## src/rtl/sort_pkg.sv

```systemverilog
// Shared definitions for the sort arbiter slice.
// Holds the default sizing, the default sequence/requester-id types and a
// helper that gives a safe id width even for a single requester.
package sort_pkg;

    localparam int DEF_WIDTH      = 32;
    localparam int DEF_DEPTH      = 8;
    localparam int DEF_NUM_REQ    = 4;
    localparam int DEF_FIFO_DEPTH = 8;

    // Width of a requester index; never zero so single-requester builds work.
    function automatic int id_width(input int n);
        return (n > 1) ? $clog2(n) : 1;
    endfunction

    localparam int DEF_ID_W = id_width(DEF_NUM_REQ);

    typedef logic [DEF_DEPTH-1:0][DEF_WIDTH-1:0] seq_t;
    typedef logic [DEF_ID_W-1:0]                 req_id_t;

endpackage

```

## src/rtl/sync_fifo.sv

```systemverilog
// Single-clock FIFO with occupancy count.
// Ports:
//   clk, rst_n      : clock, asynchronous active-low reset
//   push_i, data_i  : write request and data (taken when not full, or when
//                     a pop happens in the same cycle)
//   pop_i           : read request (ignored when empty)
//   data_o          : head entry, forced to zero while empty
//   empty_o         : no entries stored
//   count_o         : number of stored entries (0..DEPTH)
module sync_fifo #(
    parameter  int W     = 8,
    parameter  int DEPTH = 8,
    localparam int CW    = $clog2(DEPTH + 1)
) (
    input  logic          clk,
    input  logic          rst_n,
    input  logic          push_i,
    input  logic [W-1:0]  data_i,
    input  logic          pop_i,
    output logic [W-1:0]  data_o,
    output logic          empty_o,
    output logic [CW-1:0] count_o
);

    localparam int             PW       = (DEPTH > 1) ? $clog2(DEPTH) : 1;
    localparam logic [CW-1:0]  FULL_CNT = CW'(DEPTH);
    localparam logic [PW-1:0]  LAST_PTR = PW'(DEPTH - 1);

    logic [W-1:0]  mem_q [DEPTH];
    logic [PW-1:0] wr_ptr_q, wr_ptr_d;
    logic [PW-1:0] rd_ptr_q, rd_ptr_d;
    logic [CW-1:0] count_q, count_d;
    logic          do_push, do_pop;

    // A pop frees the slot the same cycle, so push-while-full is lossless
    // when paired with a pop.
    assign do_pop  = pop_i && (count_q != '0);
    assign do_push = push_i && ((count_q != FULL_CNT) || do_pop);

    always_comb begin
        wr_ptr_d = wr_ptr_q;
        rd_ptr_d = rd_ptr_q;
        count_d  = count_q;
        if (do_push) wr_ptr_d = (wr_ptr_q == LAST_PTR) ? '0 : wr_ptr_q + PW'(1);
        if (do_pop)  rd_ptr_d = (rd_ptr_q == LAST_PTR) ? '0 : rd_ptr_q + PW'(1);
        case ({do_push, do_pop})
            2'b10:   count_d = count_q + CW'(1);
            2'b01:   count_d = count_q - CW'(1);
            default: count_d = count_q;
        endcase
    end

    always_ff @(posedge clk or negedge rst_n) begin
        if (!rst_n) begin
            wr_ptr_q <= '0;
            rd_ptr_q <= '0;
            count_q  <= '0;
        end else begin
            wr_ptr_q <= wr_ptr_d;
            rd_ptr_q <= rd_ptr_d;
            count_q  <= count_d;
        end
    end

    // Storage needs no reset: the output is masked while empty.
    always_ff @(posedge clk) begin
        if (do_push) mem_q[wr_ptr_q] <= data_i;
    end

    assign empty_o = (count_q == '0);
    assign count_o = count_q;
    assign data_o  = empty_o ? '0 : mem_q[rd_ptr_q];

endmodule

```

## src/rtl/sort_arbiter.sv

```systemverilog
// Round-robin front end sharing one fixed-latency sorter among NUM_REQ
// requesters, with in-order tagged responses.
// Ports:
//   clk, rst_n                 : clock, asynchronous active-low reset
//   req_valid/req_ready/req_data : per-requester sequence handshake
//   sort_valid_o/sort_data_o   : registered issue to the external sorter
//   sort_valid_i/sort_data_i   : sorter results (in order, never stalled)
//   rsp_valid/rsp_ready/rsp_id/rsp_data : response queue head and handshake
//   err_o                      : sticky, result arrived with nothing in flight
module sort_arbiter
    import sort_pkg::*;
#(
    parameter  int WIDTH      = DEF_WIDTH,
    parameter  int DEPTH      = DEF_DEPTH,
    parameter  int NUM_REQ    = DEF_NUM_REQ,
    parameter  int FIFO_DEPTH = DEF_FIFO_DEPTH,
    localparam int IDW        = id_width(NUM_REQ)
) (
    input  logic                                       clk,
    input  logic                                       rst_n,
    input  logic [NUM_REQ-1:0]                         req_valid,
    output logic [NUM_REQ-1:0]                         req_ready,
    input  logic [NUM_REQ-1:0][DEPTH-1:0][WIDTH-1:0]   req_data,
    output logic                                       sort_valid_o,
    output logic [DEPTH-1:0][WIDTH-1:0]                sort_data_o,
    input  logic                                       sort_valid_i,
    input  logic [DEPTH-1:0][WIDTH-1:0]                sort_data_i,
    output logic                                       rsp_valid,
    input  logic                                       rsp_ready,
    output logic [IDW-1:0]                             rsp_id,
    output logic [DEPTH-1:0][WIDTH-1:0]                rsp_data,
    output logic                                       err_o
);

    localparam int DW = DEPTH * WIDTH;
    localparam int CW = $clog2(FIFO_DEPTH + 1);

    logic [IDW-1:0]    last_q;
    logic [IDW-1:0]    gnt_idx;
    logic              gnt_found;
    logic              credit_ok;
    logic              accept;
    logic              ret_ok;
    logic              sort_valid_q;
    logic [DW-1:0]     sort_data_q;
    logic              err_q, err_d;

    logic [IDW-1:0]    tag_head;
    logic              tag_empty;
    logic [CW-1:0]     in_flight;
    logic [CW-1:0]     rsp_count;
    logic              rsp_empty;
    logic [IDW+DW-1:0] rsp_word;
    logic [CW:0]       occ_sum;

    // Round-robin search starting just after the last grant.
    always_comb begin
        int c;
        c         = 0;
        gnt_found = 1'b0;
        gnt_idx   = '0;
        for (int i = 0; i < NUM_REQ; i++) begin
            c = int'(last_q) + 1 + i;
            if (c >= NUM_REQ) c = c - NUM_REQ;
            if (!gnt_found && req_valid[IDW'(c)]) begin
                gnt_found = 1'b1;
                gnt_idx   = IDW'(c);
            end
        end
    end

    // Credits cover both sequences inside the sorter and those waiting in
    // the response queue, so a sorter result always has a slot to land in.
    assign occ_sum   = {1'b0, in_flight} + {1'b0, rsp_count};
    assign credit_ok = occ_sum < (CW+1)'(FIFO_DEPTH);

    always_comb begin
        req_ready = '0;
        if (rst_n && gnt_found && credit_ok) req_ready[gnt_idx] = 1'b1;
    end

    assign accept = |(req_valid & req_ready);
    assign ret_ok = sort_valid_i && !tag_empty;
    assign err_d  = err_q | (sort_valid_i & tag_empty);

    always_ff @(posedge clk or negedge rst_n) begin
        if (!rst_n) begin
            sort_valid_q <= 1'b0;
            sort_data_q  <= '0;
            last_q       <= IDW'(NUM_REQ - 1);
            err_q        <= 1'b0;
        end else begin
            sort_valid_q <= accept;
            err_q        <= err_d;
            if (accept) begin
                sort_data_q <= req_data[gnt_idx];
                last_q      <= gnt_idx;
            end
        end
    end

    // Tag queue: its occupancy is the in-flight count.
    sync_fifo #(
        .W     (IDW),
        .DEPTH (FIFO_DEPTH)
    ) u_tag_q (
        .clk     (clk),
        .rst_n   (rst_n),
        .push_i  (accept),
        .data_i  (gnt_idx),
        .pop_i   (ret_ok),
        .data_o  (tag_head),
        .empty_o (tag_empty),
        .count_o (in_flight)
    );

    sync_fifo #(
        .W     (IDW + DW),
        .DEPTH (FIFO_DEPTH)
    ) u_rsp_q (
        .clk     (clk),
        .rst_n   (rst_n),
        .push_i  (ret_ok),
        .data_i  ({tag_head, sort_data_i}),
        .pop_i   (rsp_ready),
        .data_o  (rsp_word),
        .empty_o (rsp_empty),
        .count_o (rsp_count)
    );

    assign sort_valid_o = sort_valid_q;
    assign sort_data_o  = sort_data_q;
    assign rsp_valid    = !rsp_empty;
    assign rsp_id       = rsp_word[IDW+DW-1 -: IDW];
    assign rsp_data     = rsp_word[DW-1:0];
    assign err_o        = err_q;

endmodule
```

## config.mk

```make
export PLATFORM = sky130hd
export DESIGN_NAME = sort_arbiter
export DESIGN_NICKNAME = d
export VERILOG_FILES = /design/src/rtl/sort_pkg.sv /design/src/rtl/sync_fifo.sv /design/src/rtl/sort_arbiter.sv
export SDC_FILE = /design/constraint.sdc
export NUM_CORES = 2
export LEC_CHECK = 0
export CELL_PAD_IN_SITES_DETAIL_PLACEMENT = 1
export CELL_PAD_IN_SITES_GLOBAL_PLACEMENT = 2
export CORE_AREA = 2 2 713 715
export CTS_CLUSTER_DIAMETER = 50
export CTS_CLUSTER_SIZE = 30
export DETAILED_ROUTE_END_ITERATION = 8
export DIE_AREA = 0 0 715 717
export MAX_ROUTING_LAYER = met4
export PLACE_DENSITY = 0.52
export SLEW_MARGIN = 10
export SYNTH_ARGS = -nofsm -noshare
export SYNTH_HDL_FRONTEND = slang
export SYNTH_HIERARCHICAL = 1
export SYNTH_SLANG_ARGS = --single-unit
```

## constraint.sdc

```tcl
create_clock -name clk -period 20.2 [get_ports clk]
set_clock_uncertainty 0.15 [all_clocks]
set_input_delay 3.03 -clock clk [delete_from_list [all_inputs] [get_ports clk]]
set_output_delay 3.03 -clock clk [all_outputs]
set_load 0.01 [all_outputs]
```

After elaboration in Yosys (flattened, before gate mapping)
Memory sizes are Yosys's and may differ from the RTL's.
Cells that the tools add are included.
- add/subtract/negate cells: 17
- magnitude comparators: 11
- eq/ne operators: 10
- mux-type cells: 41
- bitwise logic cells: 3
- reduce and logical (&&, ||, !) cells: 25
- operator list (operator ; number):
    $bmux W256 S2 ; 1
    $mux W258 ; 1
    $mux W256 ; 1
    $mux W2 ; 9
    $mux W1 ; 17
    $lt A2 B4 Y1 const B ; 4
    $pmux W4 S2 ; 2
    $add A3 B1 Y3 const B ; 4
    $eq A3 B3 Y1 const B ; 4
    $ge A4 B3 Y1 const B ; 3
    $mux W3 ; 4
    $logic_and A1 B1 Y1 ; 11
    $add A3 B2 Y4 const B ; 2
    $add A4 B1 Y4 const B ; 2
    $bmux W1 S2 ; 4
    $logic_not A4 Y1 ; 2
    $ne A4 B4 Y1 const B ; 2
    $reduce_bool A4 Y1 ; 2
    $sub A2 B1 Y2 const B ; 4
    $sub A4 B1 Y4 const B ; 2
    $add A4 B4 Y5 ; 1
    $logic_not A1 Y1 ; 5
    $lt A5 B4 Y1 const B ; 1
    $add A3 B1 Y4 const B ; 1
    14 further kinds ; 18
- register bits after elaboration: 280
- memory bits (writable): 2080
- bits of input ports: 1288
- output and inout port bits: 521
- word-level logic and storage cells: 119
- memories: 2
- memories (memory ; words ; width ; read ports ; clocked after memory_dff ; write ports ; RTL line ; source):
    u_rsp_q.mem_q ; 8 ; 258 ; 1 ; 0 ; 1 ; sync_fifo.sv:29 ; logic [W-1:0] mem_q [DEPTH];
    u_tag_q.mem_q ; 8 ; 2 ; 1 ; 0 ; 1 ; sync_fifo.sv:29 ;

Depth between registers and ports, before layout
- depth after elaboration: 26
- gate-level depth with buffers: 14
- gate-level depth less buffers: 12

By module
Netlist, hierarchy kept.
- modules (own cells, without submodules) (module ; instances ; cells an instance ; area each (µm²) ; sequential area each (µm²)):
    sync_fifo at u_rsp_q ; 1 ; 3342 ; 78700.5 ; 62229.7
    sort_arbiter ; 1 ; 1776 ; 17493.0 ; 6508.7
    sync_fifo at u_tag_q ; 1 ; 93 ; 1296.2 ; 730.7

Worst setup path before layout
Ideal clock, no wire load.
- kind: input-to-reg
- start: in sort_valid_i
- end: mem u_rsp_q/mem_q[1][0] in the netlist's numbering (enable)
- data arrival time: 21.716 ns
- required time: 18.857 ns
- setup slack: -2.859 ns
- stages: 4
- cells stage by stage: nor2b_1 > o31ai_4 > or2_2 > nor3_1
- longest elaborated chain between the ends: 4
- ends and longest elaborated chain (what ; RTL line ; source):
    start, declared ; sort_arbiter.sv:26 ; input logic sort_valid_i,
    $logic_and A1 B1 Y1 ; sort_arbiter.sv:83 ; assign ret_ok = sort_valid_i && !tag_empty;
    $logic_and A1 B1 Y1 ; sync_fifo.sv:38 ; assign do_push = push_i && ((count_q != FULL_CNT) || do_pop);
    $mux W1 ; sync_fifo.sv:67 ; if (do_push) mem_q[wr_ptr_q] <= data_i;
    $mux W1 (implied by the code) ; sync_fifo.sv:67 ;
    end, declared ; sync_fifo.sv:29 ;
Every way passes these cells.

Worst setup path in the final report
- start: in req_valid[3]
- end: out req_ready[0]
- longest elaborated chain between the ends: 18
- ends and longest elaborated chain (what ; RTL line ; source):
    start, declared ; sort_arbiter.sv:21 ; input logic [NUM_REQ-1:0] req_valid,
    $bmux W1 S2 ; sort_arbiter.sv:65 ; if (!gnt_found && req_valid[IDW'(c)]) begin
    $mux W1 (implied by the code) (2 in a row) ; sort_arbiter.sv:65 ;
    $mux W1 ; sort_arbiter.sv:65 ;
    $logic_not A1 Y1 ; sort_arbiter.sv:65 ;
    $logic_and A1 B1 Y1 ; sort_arbiter.sv:65 ;
    $mux W1 ; sort_arbiter.sv:65 ;
    $logic_not A1 Y1 ; sort_arbiter.sv:65 ;
    $logic_and A1 B1 Y1 ; sort_arbiter.sv:65 ;
    $mux W1 ; sort_arbiter.sv:65 ;
    $logic_not A1 Y1 ; sort_arbiter.sv:65 ;
    $logic_and A1 B1 Y1 ; sort_arbiter.sv:65 ;
    $mux W2 ; sort_arbiter.sv:65 ;
    $lt A2 B3 Y1 (implied by the code) or $ge A2 B1 Y1 (tied branches) ; sort_arbiter.sv:79 ; if (rst_n && gnt_found && credit_ok) req_ready[gnt_idx] = 1'b1;
    $logic_and A1 B1 Y1 (implied by the code) ; sort_arbiter.sv:79 ;
    $mux W1 (implied by the code) ; sort_arbiter.sv:79 ;
    $demux W1 S2 ; sort_arbiter.sv:79 ;
    $mux W4 (*) ; sort_arbiter.sv:79 ;
    end, declared ; sort_arbiter.sv:22 ; output logic [NUM_REQ-1:0] req_ready,
Mark *: on every way between the ends. The rest lies on a longest branch, timed or not. The select of a mux whose other input is x is not followed.

==> out/results.tsv <==
metric	value	unit
status	finished, final reports clean	
initial_core_util	0.193	
antenna_found_initial	266	
track_usage	0.206	
peakVddDrop	0.108	mV
ys.flop_type	edfxtp_1	
grt_overflow	0	
clkLatencyLatePin	0.96	ns
root_buffer	clkbuf_16	
drt-pass1-iter-count	6	
worst_setup_path_end_kind	output pin	
clkTransAtPathRegs	0.05	ns
rsz0062_at_grt	false	
grt_pass1_vias	65622	
syn-instance-count	5211	
synth.distinct_cells	54	
syn_to_final_growth	38.9	%
clk_path_buf_depth	4	
path_max_fanout	81	
combPwrFrac	0.417	
io_pins	1809	
clkPwrFrac	0.276	
gp_congestion	0.998	
tritoncts	built	
ys_seq_area_frac	0.713	
fin_nets	8424	
yosys_warnings	6	
finalSetupTns	0	ns
worstMarginPinSlew	1.39	ns
leakagePower	0.0450	uW
coreArea	505000	um^2
switching_share	0.392	
htree_levels	5	
avgViaCountPerCell	4.26	
fmax	0.105	GHz
io_buffers	1808	
avgSynthCellArea	18.7	um^2
p_sw	8710	uW
power_density	164	nW/um^2
multi_input_area	26000	um^2
vias	60949	
drt_iter0_drc	4050	
finalHoldViolations	0	
cts_resized	0	
post_cts_buffers	0	
slew_headroom	0.0487	
setup_violations	0	
drive_gt1_frac	0.200	
dp.final_hpwl	395000	um
power.total	22200	uW
internal_power	13500	uW
post-route-drc-count	0	
start_kind	input port	
drv_slew	0	
cts_made_buffers	344	
ctsHoldBuffers	0	
clock-sinks	2360	
num_rows	261	
die_h	717	um
die-area	513000	um^2
synth_nets	6516	
syn_area	97500	um^2
fin_crit	9.50	ns
worstSetupPathType	in -> out	
wl	529000	um
synth_edf_count	2080	
die_w	715	um
crit_path_start	req_valid[3]	
fill_cells	53144	
hp-start	err_o	
rr_startpoint	last_q[0]	
reg2reg_slack	13.71	ns
cp.required	17.02	ns
seqPwrFrac	0.307	
seq_area	69500	um^2
fin_crit_sh	0.470	
routedWlPerCell	37.0	um
ys_ff_latch	2360	
synth-async-reset-ratio	0.119	
arrival	6.32	ns
drtAntennaViolNets	0	
cap_violations	0	
grt_pass1_wl	678000	um
grt_max_degree	121	
hold_class	reg -> reg	
registers in the layout, indices dropped and copies added, names as in the netlist:
name	cells
err_o	1
last_q	2
sort_data_o	256
sort_valid_o	1
u_rsp_q/count_o	4
u_rsp_q/mem_q	2064
u_rsp_q/rd_ptr_q	3
u_rsp_q/wr_ptr_q	3
u_tag_q/count_o	4
u_tag_q/mem_q	16
u_tag_q/rd_ptr_q	3
u_tag_q/wr_ptr_q	3
stage by stage:
| step | instances | utilization | instance area (um^2) | setup WS [ns] | hold slack (ns) |
|---|---|---|---|---|---|
| floorplan | 5211 | - | 97500 | 4.08 | 0.315 |
| global placement | 13479 | 0.244 | 123000 | 10.55 | 0.315 |
| detailed placement | 13479 | 0.244 | 123000 | 10.61 | 0.324 |
| CTS | 14116 | 0.267 | 135000 | 10.49 | 0.339 |
| global route | 14269 | 0.268 | 135000 | 10.39 | 0.364 |
| finish | 14299 | 0.268 | 135000 | 10.70 | 0.335 |
critical path, cell delays in order:
cell and delay (ns):
clkdlybuf4s50_1 0.51, nor2b_1 0.19, o21ai_1 0.13, and3_4 0.75, inv_8 0.33, nor3_1 0.66
clkdlybuf4s50_1 0.68
layout make-up:
cell class                      count  area share
Antenna cell                      183     0.00338
Clock buffer                      397      0.0668
Clock inverter                    240      0.0202
Inverter                           14    0.000536
Multi-Input combinational cell   2460       0.192
Sequential cell                  2360       0.513
Tap cell                         6706      0.0620
Timing Repair Buffer             1939       0.142
cells by family after synthesis:
family / synth area share
buffers and inverters: 0.0216
muxes: 0.174
and+or+nand+nor: 0.0237
xor gates and xnor gates: 0.000539
AOI/OAI and AO/OA: 0.0648
adders and majority gates: 0.00234
DFF: 0.713
metal layers:
| metal | wire, um | vias up | track usage |
|---|---|---|---|
| met5 | 0 | - | - |
| met4 | 41400 | 0 | 0.134 |
| met3 | 35900 | 942 | 0.0646 |
| met2 | 270000 | 2177 | 0.355 |
| met1 | 182000 | 32497 | 0.199 |
| li1 | - | 25333 | - |
final timing paths:
| path | endpoint | cells after the start |
|---|---|---|
| worst max-delay path | req_ready[0] | 7 |
| worst min-delay path | err_o | 1 |
| worst max register to register | sort_data_o[90] | 10 |
| worst min register to register | err_o | 1 |
| max in group asynchronous | sort_data_o[93] | 4 |
| min in group asynchronous | sort_data_o[198] | 1 |
cells in the final DEF, fill, tap and decap left out, types with 7 or more instances in the layout:
master           Yosys  final
clkinvlp_4           0     36
clkbuf_1           122     32
mux2i_1            520    520
nand2_1             10     10
clkdlybuf4s50_1      0   1801
mux4_2             520    520
buf_12               2     12
clkbuf_8             0     19
diode_2              0    183
nor3_1              10      8
clkinv_4             0     29
buf_4               23    122
nor2_4               1      7
clkbuf_16            0    346
clkinv_16            0     12
o21ai_0              9      9
dfrtp_1            278    275
bufinv_16            0     27
inv_8                0     21
nor2_1             538    532
edfxtp_1          2080   2080
inv_1               11     11
a21oi_1            514    510
nand2b_1            15     15
a221oi_2           201    201
ha_1                15     15
clkinv_1             0     23
inv_6                0     39
clkinv_2             0     45
a221oi_1            55     55
power groups by stage:
stage                     clock [uW]  combinational [uW]  sequential, uW
final                           6140                9260            6810
after global routing            6490                9740            6880
after CTS                       6330                9550            6820
after detailed placement           0                9500            6910
after global placement             0                9480            6860
after floorplan                    0                4430            6970
synth_stat cells (all sizes together), types with 3 or more instances:
cell | number | area, um^2
a21o | 4 | 30.0
a21oi | 514 | 2570
a221oi | 256 | 3500
buf | 254 | 1590
clkbuf | 123 | 465
dfrtp | 278 | 6960
edfxtp | 2080 | 62500
ha | 15 | 188
inv | 14 | 55.1
mux2 | 7 | 82.6
mux2i | 520 | 5200
mux4 | 520 | 11700
nand2 | 10 | 37.5
nand2b | 15 | 93.8
nor2 | 539 | 2030
nor2b | 4 | 25.0
nor3 | 10 | 50.1
o21ai | 13 | 72.6
or2 | 4 | 25.0
or3 | 3 | 18.8
xnor2 | 4 | 35.0
Note: power is estimated with default switching activity, not from simulation.
